`config.mk`:
```
export PLATFORM = sky130hd
export DESIGN_NAME = m_divide_subtractor
export DESIGN_NICKNAME = d
export VERILOG_FILES = /design/src/rtl/m_divide_subtractor_pkg.sv /design/src/rtl/m_div3_step.sv /design/src/rtl/m_divide_subtractor.sv
export SDC_FILE = /design/constraint.sdc
export NUM_CORES = 1
export LEC_CHECK = 0
export CAP_MARGIN = 25
export CORE_MARGIN = 4
export CORE_UTILIZATION = 45
export CTS_CLUSTER_SIZE = 16
export DETAILED_ROUTE_END_ITERATION = 6
export GPL_TIMING_DRIVEN = 0
export PLACE_DENSITY_LB_ADDON = 0.1
export SLEW_MARGIN = 40
export SYNTH_ARGS = -nofsm -noshare
export SYNTH_HDL_FRONTEND = slang
export SYNTH_SLANG_ARGS = --single-unit
```
`constraint.sdc`:
```
create_clock -name w_clock -period 3.95 [get_ports w_clock]
set_input_delay 1.185 -clock w_clock [delete_from_list [all_inputs] [get_ports w_clock]]
set_output_delay 1.185 -clock w_clock [all_outputs]
set_load 0.01 [all_outputs]
```
`src/rtl/m_divide_subtractor_pkg.sv`:
```
// m_divide_subtractor_pkg
//   Shared definitions for the divide-subtractor slice.
//   - state_t : controller states (IDLE/SUB/DIV/DONE)
//   - DIVISOR : constant divisor of the restoring divide
//   - W_Y_DEF / W_B_DEF : default datapath / recovered-operand widths
package m_divide_subtractor_pkg;

  localparam int unsigned W_Y_DEF = 32;
  localparam int unsigned W_B_DEF = 16;
  localparam int unsigned DIVISOR = 3;

  typedef enum logic [1:0] {
    ST_IDLE,
    ST_SUB,
    ST_DIV,
    ST_DONE
  } state_t;

endpackage

```
`src/rtl/m_div3_step.sv`:
```
// m_div3_step
//   One combinational step of a restoring divide by DIVISOR (3).
//   Ports:
//     w_rem_in  [1:0] : partial remainder entering the step (always < 3)
//     w_bit           : next dividend bit, MSB first
//     w_q_bit         : quotient bit produced by this step
//     w_rem_out [1:0] : partial remainder leaving the step
module m_div3_step
  import m_divide_subtractor_pkg::*;
(
  input  logic [1:0] w_rem_in,
  input  logic       w_bit,
  output logic       w_q_bit,
  output logic [1:0] w_rem_out
);

  logic [2:0] t;

  // The incoming remainder is below 3, so t <= 5 and t - 3 always fits in 2 bits.
  always_comb begin
    t = {w_rem_in, w_bit};
    if (t >= 3'(DIVISOR)) begin
      w_q_bit   = 1'b1;
      w_rem_out = 2'(t - 3'(DIVISOR));
    end else begin
      w_q_bit   = 1'b0;
      w_rem_out = t[1:0];
    end
  end

endmodule

```
`src/rtl/m_divide_subtractor.sv`:
```
// m_divide_subtractor
//   Recovers the multiplicand of the multiply-adder: b = (y - c) / 3 and the
//   remainder, using an iterative restoring divide-by-3 (one quotient bit per
//   cycle) with valid/ready handshakes on input and output.
//   Optional feature macro: M_DIVIDE_SUBTRACTOR_CHECK_EN
//     defined   : r_err = underflow | quotient wider than W_B | remainder != 0
//     undefined : r_err tied low, check logic not built
//   Ports:
//     w_clock        : clock, rising edge
//     w_reset        : synchronous active-high reset
//     w_valid        : request valid (ignored while r_ready is low)
//     w_y   [W_Y-1:0]: multiply-adder result
//     w_c   [W_Y-1:0]: addend
//     r_ready        : block can accept a request
//     r_valid        : result available, held until w_ack
//     w_ack          : consumer takes the result
//     r_b   [W_B-1:0]: recovered operand (low W_B quotient bits)
//     r_rem [1:0]    : remainder of (y - c) mod 3
//     r_err          : consistency error
module m_divide_subtractor
  import m_divide_subtractor_pkg::*;
#(
  parameter int unsigned W_Y = W_Y_DEF,
  parameter int unsigned W_B = W_B_DEF
) (
  input  logic           w_clock,
  input  logic           w_reset,
  input  logic           w_valid,
  input  logic [W_Y-1:0] w_y,
  input  logic [W_Y-1:0] w_c,
  output logic           r_ready,
  output logic           r_valid,
  input  logic           w_ack,
  output logic [W_B-1:0] r_b,
  output logic [1:0]     r_rem,
  output logic           r_err
);

  localparam int unsigned W_CNT = (W_Y > 1) ? $clog2(W_Y) : 1;

  // Without the check only the bits that reach r_b are worth keeping.
`ifdef M_DIVIDE_SUBTRACTOR_CHECK_EN
  localparam int unsigned W_Q = W_Y;
`else
  localparam int unsigned W_Q = W_B;
`endif

  state_t           state;
  state_t           state_nxt;
  logic [W_Y-1:0]   y_reg;
  logic [W_Y-1:0]   c_reg;
  logic [W_Y-1:0]   diff;
  logic [W_Q-1:0]   quot;
  logic [W_Q-1:0]   quot_upd;
  logic [1:0]       rem;
  logic [1:0]       rem_step;
  logic [W_CNT-1:0] cnt;
  logic             dbit;
  logic             q_bit;
  logic             accept;
  logic             last_step;
  logic             release_out;

`ifdef M_DIVIDE_SUBTRACTOR_CHECK_EN
  logic             under;
`endif

  m_div3_step u_step (
    .w_rem_in  (rem),
    .w_bit     (dbit),
    .w_q_bit   (q_bit),
    .w_rem_out (rem_step)
  );

  // Bit selects by cnt are done as compare loops so the index width never
  // has to match the vector width exactly.
  always_comb begin
    dbit = 1'b0;
    for (int unsigned i = 0; i < W_Y; i++) begin
      if (cnt == W_CNT'(i)) dbit = diff[i];
    end
  end

  always_comb begin
    quot_upd = quot;
    for (int unsigned i = 0; i < W_Q; i++) begin
      if (cnt == W_CNT'(i)) quot_upd[i] = q_bit;
    end
  end

  // State register
  always_ff @(posedge w_clock) begin
    if (w_reset) state <= ST_IDLE;
    else         state <= state_nxt;
  end

  // Next-state logic
  always_comb begin
    state_nxt = state;
    case (state)
      ST_IDLE: if (w_valid && r_ready) state_nxt = ST_SUB;
      ST_SUB:  state_nxt = ST_DIV;
      ST_DIV:  if (cnt == '0) state_nxt = ST_DONE;
      ST_DONE: if (w_ack) state_nxt = ST_IDLE;
      default: state_nxt = ST_IDLE;
    endcase
  end

  // Output/control decode
  always_comb begin
    accept      = (state == ST_IDLE) && w_valid && r_ready;
    last_step   = (state == ST_DIV) && (cnt == '0);
    release_out = (state == ST_DONE) && w_ack;
  end

  // Datapath and registered outputs
  always_ff @(posedge w_clock) begin
    if (w_reset) begin
      y_reg   <= '0;
      c_reg   <= '0;
      diff    <= '0;
      quot    <= '0;
      rem     <= '0;
      cnt     <= '0;
      r_ready <= 1'b1;
      r_valid <= 1'b0;
      r_b     <= '0;
      r_rem   <= '0;
`ifdef M_DIVIDE_SUBTRACTOR_CHECK_EN
      under   <= 1'b0;
      r_err   <= 1'b0;
`endif
    end else begin
      if (accept) begin
        y_reg   <= w_y;
        c_reg   <= w_c;
        r_ready <= 1'b0;
      end

      if (state == ST_SUB) begin
        diff <= y_reg - c_reg;
        quot <= '0;
        rem  <= '0;
        cnt  <= W_CNT'(W_Y - 1);
`ifdef M_DIVIDE_SUBTRACTOR_CHECK_EN
        under <= (y_reg < c_reg);
`endif
      end

      if (state == ST_DIV) begin
        quot <= quot_upd;
        rem  <= rem_step;
        if (cnt != '0) cnt <= cnt - 1'b1;
      end

      // Results are taken from the step outputs so they land on DONE entry.
      if (last_step) begin
        r_b     <= quot_upd[W_B-1:0];
        r_rem   <= rem_step;
        r_valid <= 1'b1;
`ifdef M_DIVIDE_SUBTRACTOR_CHECK_EN
        r_err   <= under | (quot_upd[W_Y-1:W_B] != '0) | (rem_step != 2'd0);
`endif
      end

      if (release_out) begin
        r_valid <= 1'b0;
        r_ready <= 1'b1;
      end
    end
  end

`ifndef M_DIVIDE_SUBTRACTOR_CHECK_EN
  assign r_err = 1'b0;
`endif

endmodule

```
==> impl_metrics.ini, run 1 <==
[outcome]
status = finished, final reports clean

[clock_network]
clk-insertion-delay-late_ns = 0.42
cts_max_level = 4
cts.clk_slew.worst_paths_ns = 0.06
clockBufferDepth = 2
cts.sinks = 140
clock-root-buffer = clkbuf_16
cts_tree = done
cts_buffers = 17

[yosys]
synth.distinct_cells = 78
synthesis.area_um2 = 7777
ys_seq_area_share_pct = 36.04
synth_warnings = 0
synth-main-ff-cell = dfxtp_1
synth_area_per_cell_um2 = 7.678
synth_commonest_cells = nand2_1, dfxtp_1, a21oi_1
synth_top_area_share_pct = 36.04
ys_async_sr_fraction_pct = 0
syn_inst = 1013
synthesis.nets = 1124
netlist.top_cell.by_area = dfxtp_1
synth_edf_count = 0
ys_ff_latch = 140
synth.area.top_cells = dfxtp_1, nand2_1, a21oi_1
synth.most_common_cell = nand2_1

[worst_setup_path]
path_cells = inv_1, ha_2, buf_2, buf_2, o21ai_0, nand3_1, o21ai_0, a31oi_2, buf_4, a31oi_4, ha_1, or2_2, buf_1, nor2b_1, a41o_4, buf_6, a32oi_1, nor2_1
ff2ff_path_depth = 18
rr_startpoint = cnt[0]$_SDFF_PP0_
setup.worst_path.end_class = flip-flop
r2r_slack_ns = 0.17
worst_path_max_delay_cell = dfxtp_1
critical_path.top_delay_family = buffers and inverters
crit_end = quot[6]$_SDFFE_PP0P_
cp-start-kind = flip-flop
reg2reg_to = quot[6]$_SDFFE_PP0P_
startpoint = cnt[0]$_SDFF_PP0_
critPathKind = reg -> reg
cp_max_fo = 10
crit_arrival_ns = 4.07
cp_num_buf_inv = 6
cp_slowest_stage_delay_ns = 0.35
worst-path-stages = 18
required_ns = 4.24

[route]
dr.pass1.iters = 5
wl_per_cell_um = 15.86
dr_total_vias = 7168
post_drt_via_cell_ratio = 5.298
dr.first_iter.drc_count = 440
final_antenna_net_count = 0
drc_errors = 0
routed_wl_um = 21450

[power]
p_per_area_nw_per_um2 = 784.6
irDropWorstVdd_mv = 0.3737
p_leak_uw = 0.003633

[placed_design]
port-buffer-count = 87
place_inst = 1320
hpwl_um = 16050
gp_congestion = 0.9423

[sta]
min_period_over_period_pct = 95.73
whs_ns = 0.4530
period_needed_ns = 3.781
finalSetupViolCount = 0
hold_violations = 0
relSlewSlack_pct = 45.37
skew_ns = 0.008041
worst_slew_pin_slew_ns = 0.8194
fmax_mhz = 264.5
slew_violations = 0

[min_path]
hp-class = reg -> reg

[global_routing]
grt_max_degree = 17
grt_pass1_wl_um = 34410
overflow = 0
grt_pass1_vias = 6705
antenna_found_initial = 0
grt.total_usage_pct = 21.85

[floorplanning]
core_um2 = 16760
start_util_pct = 46.41
ios = 89
fp.dieH_um = 139.5
die_w_um = 139.5
rows = 47
die_area_um2 = 19450

[layout]
final_cell_count_no_fill = 1353
drive_gt1_share_pct = 6.708
area_delta_synth_final_pct = 22.83
n_fill_cell = 1674
nets = 1231
antenna_cells = 0

[run]
maxCapViolations = 0
[layer usage]
metal	global-route usage, %	vias to the layer above	wire length [um]
met5	0	-	0
met4	6.746	0	422
met3	4.220	38	1030
met2	36.54	176	9838
met1	28.59	3237	10160
li1	-	3717	-
[kinds of logic after synthesis]
logic type      after synthesis  synth area share (%)
xor+xnor                     21                 2.365
simple gates                415                 24.55
flops                       140                 36.04
other cells                   1               0.04822
compound gates              256                 20.88
fa+ha+maj                    43                 7.014
buf+inv                     116                 6.370
mux                          21                 2.735
[worst min path at each step]
stage	start	end	slack, ns	cells after the start
global route	c_reg[8]$_SDFFE_PP0P_	c_reg[8]$_SDFFE_PP0P_	0.47	2
floorplan	quot[7]$_SDFFE_PP0P_	quot[7]$_SDFFE_PP0P_	0.43	2
global placement	r_b[13]$_SDFFE_PP0P_	r_b[13]$_SDFFE_PP0P_	0.44	2
detailed placement	quot[4]$_SDFFE_PP0P_	quot[4]$_SDFFE_PP0P_	0.44	2
finish	r_b[13]$_SDFFE_PP0P_	r_b[13]$_SDFFE_PP0P_	0.45	2
CTS	r_b[12]$_SDFFE_PP0P_	r_b[12]$_SDFFE_PP0P_	0.45	2
[report_power, final]
part | switching [uW] | leakage [uW] | internal (uW)
Sequential | 211 | 0.00114 | 1750
Combinational | 2330 | 0.00220 | 1560
Clock | 619 | 0.000293 | 1020
[per-stage QoR]
stage | setup TNS [ns] | power, uW | worst slack [ns] | cell area [um^2] | util [%]
2_1_floorplan | 0 | 4808 | 0.6345 | 7777 | -
3_3_place_gp | -0.07938 | 5772 | -0.03384 | 8924 | 53.24
3_5_place_dp | -0.09241 | 5812 | -0.03595 | 8924 | 53.24
4_1_cts | 0 | 7475 | 0.05200 | 9533 | 56.88
5_1_grt | -0.001366 | 8045 | -0.001366 | 9553 | 57.00
6_report | 0 | 7495 | 0.1687 | 9553 | 57.00
[tightest hold or removal path, cell delays in order (launching register included)]
cell and delay [ns]:
dfxtp_1 0.31, nand2_1 0.05, a21oi_1 0.05
[final cells by class]
class / instances / area (um^2) / share of cell area, %
repair buffers: 88 / 878.3 / 9.194
flip-flops and latches: 140 / 2804 / 29.35
clock inverters: 11 / 142.6 / 1.493
inverters: 51 / 191.4 / 2.004
multi-input cells: 757 / 4496 / 47.06
clock buffers: 21 / 460.4 / 4.820
well taps: 220 / 275.3 / 2.881
plain buffers: 65 / 305.3 / 3.196
[layout by cell type (no fill, tap or decap), types with 5 or more instances in the layout]
master	netlist	layout
a211o_1	5	5
a211oi_1	13	13
a21o_1	13	13
a21oi_1	124	124
a31oi_1	15	14
a32oi_1	5	5
buf_1	11	11
buf_2	8	8
buf_6	5	5
clkbuf_1	37	38
clkbuf_16	0	17
clkdlybuf4s50_1	0	87
dfxtp_1	140	139
ha_1	42	41
inv_1	51	51
mux2i_1	19	19
nand2_1	218	218
nand2b_1	9	9
nand3_1	30	30
nor2_1	72	72
nor2b_1	14	14
nor3_1	20	20
nor3b_1	11	11
o211ai_1	6	6
o21a_1	9	9
o21ai_0	26	26
xnor2_1	18	18
[timing repair]
action | CTS | global route
hold buffers | 0 | 0
setup endpoints to repair | 3 | 11
pin swaps | 0 | 1
setup buffers | 0 | 1
resized for setup | 1 | 3
No activity file was read; power rests on OpenSTA's default activity.
==> run 2: changes to the inputs <==
--- a/config.mk
+++ b/config.mk
@@ -5,9 +5,10 @@
 export SDC_FILE = /design/constraint.sdc
 export NUM_CORES = 1
 export LEC_CHECK = 0
+export ABC_AREA = 0
 export CAP_MARGIN = 25
 export CORE_MARGIN = 4
-export CORE_UTILIZATION = 45
+export CORE_UTILIZATION = 57
 export CTS_CLUSTER_SIZE = 16
 export DETAILED_ROUTE_END_ITERATION = 6
 export GPL_TIMING_DRIVEN = 0
==> impl_metrics.ini, run 2 (same netlist as run 1, synthesis figures left out) <==
[outcome]
status = finished, final reports clean

[sta]
skew_ns = 0.005283
rsz0062_at_grt = false
hold_violations = 0
slew_violations = 0
fmax_mhz = 270.0
min_period_over_period_pct = 93.76
period_needed_ns = 3.703
worst_slew_pin_slew_ns = 0.8317
relSlewSlack_pct = 44.56
finalSetupViolCount = 0
fin_setup_tns_ns = 0

[floorplanning]
rows = 42
ios = 89
die_w_um = 124.8
die_area_um2 = 15580
fp.dieH_um = 124.8
core_um2 = 13300
start_util_pct = 58.50

[power]
p_leak_uw = 0.003632
swShare_pct = 41.83
power_frac_comb_pct = 51.7
p_int_uw = 4377
p_per_area_nw_per_um2 = 790.5
irDropWorstVdd_mv = 0.3791
p_clk_share_pct = 22.3
seq_power_share_pct = 26.1
power.total_uw = 7525
p_switching_uw = 3148

[worst_setup_path]
cp-start-kind = flip-flop
cp_slowest_stage_delay_ns = 0.41
cp_max_fo = 10
required_ns = 4.24
setup.worst_path.end_class = flip-flop
critical_path.top_delay_family = compound AO/OA/AOI/OAI gates
cp_num_buf_inv = 3
worst_path_max_delay_cell = dfxtp_1
critPathKind = reg -> reg
path_cells = ha_1, buf_4, or3b_1, a211o_1, a21oi_2, o31ai_1, o21ai_2, a31oi_4, ha_1, or2_2, buf_1, nor2b_1, a41o_4, buf_6, a32oi_1, nor2_1
crit_arrival_ns = 4.00
crit_top_cell = ha_1

[placed_design]
gp_congestion = 0.9375
hpwl_um = 14970
port-buffer-count = 87
place_inst = 1276

[clock_network]
cts_max_level = 4
cts_buffers = 17
postCtsHoldBufs = 0
clock-root-buffer = clkbuf_16
ctsResizeCount = 0
clk-insertion-delay-late_ns = 0.42
cts_tree = done
cts.sinks = 140
cts.clk_slew.worst_paths_ns = 0.06
clockBufferDepth = 2
post_cts_buffers = 0

[layout]
drive_gt1_share_pct = 6.714
final_cell_mix = nand2_1, dfxtp_1, a21oi_1
final_cell_count_no_fill = 1308
final_common_cell = nand2_1
multiInputGateArea_um2 = 4498
nets = 1231
regArea_um2 = 2804
n_fill_cell = 1138
area_delta_synth_final_pct = 22.39
antenna_cells = 0

[route]
drc_errors = 0
dr.pass1.iters = 6
routed_wl_um = 20430
dr.first_iter.drc_count = 599
wl_per_cell_um = 15.62
dr_total_vias = 7291
post_drt_via_cell_ratio = 5.574
final_antenna_net_count = 0

[global_routing]
overflow = 0
grt_max_degree = 17
antenna_found_initial = 0
grt.total_usage_pct = 25.61
grt_pass1_vias = 6689
grt_pass1_wl_um = 32670

[min_path]
hp-class = reg -> reg

[run]
maxCapViolations = 0
[run 2: tightest hold or removal path: stages, from the launching register on]
cell and delay, ns:
dfxtp_1 0.30, nand2_1 0.05, a21oi_1 0.05
[run 2: per-layer routing]
layer	wire, um	global-route usage (%)
met1	9098	32.85
met4	584	11.03
met5	0	0
met3	1258	5.103
met2	9486	41.98
[run 2: metrics by stage]
stage / hold WS [ns] / setup slack [ns] / utilization, % / instance area, um^2
after floorplan: 0.4321 / 0.6345 / - / 7777
after global placement: 0.4396 / 0.1430 / 66.70 / 8869
after detailed placement: 0.4434 / 0.1046 / 66.70 / 8869
after CTS: 0.4510 / 0.08101 / 71.33 / 9483
after global routing: 0.4628 / 0.004857 / 71.60 / 9519
final: 0.4485 / 0.2467 / 71.60 / 9519
[run 2: cell type report]
class	instances	share of cell area, %
timing repair buffer	88	9.267
tap	176	2.313
buffer	65	3.247
sequential	140	29.46
multi-input combinational	757	47.25
clock buffer	19	4.653
inverter	51	2.011
clock inverter	12	1.801
[run 2: power by group through the flow]
| stage | Combinational [uW] | Sequential, uW | Clock [uW] |
|---|---|---|---|
| 2_1_floorplan | 2880 | 1930 | 0 |
| 3_3_place_gp | 3730 | 1970 | 0 |
| 3_5_place_dp | 3780 | 1980 | 0 |
| 4_1_cts | 3820 | 1960 | 1680 |
| 5_1_grt | 4290 | 1990 | 1740 |
| 6_report | 3890 | 1960 | 1680 |
[run 2: final timing paths]
kind	cells after the start	slack (ns)	endpoint	from
worst max register to register	16	0.25	quot[5]$_SDFFE_PP0P_	cnt[0]$_SDFF_PP0_
worst min-delay path	2	0.45	r_b[8]$_SDFFE_PP0P_	r_b[8]$_SDFFE_PP0P_
worst min register to register	2	0.45	r_b[8]$_SDFFE_PP0P_	r_b[8]$_SDFFE_PP0P_
worst max-delay path	16	0.25	quot[5]$_SDFFE_PP0P_	cnt[0]$_SDFF_PP0_
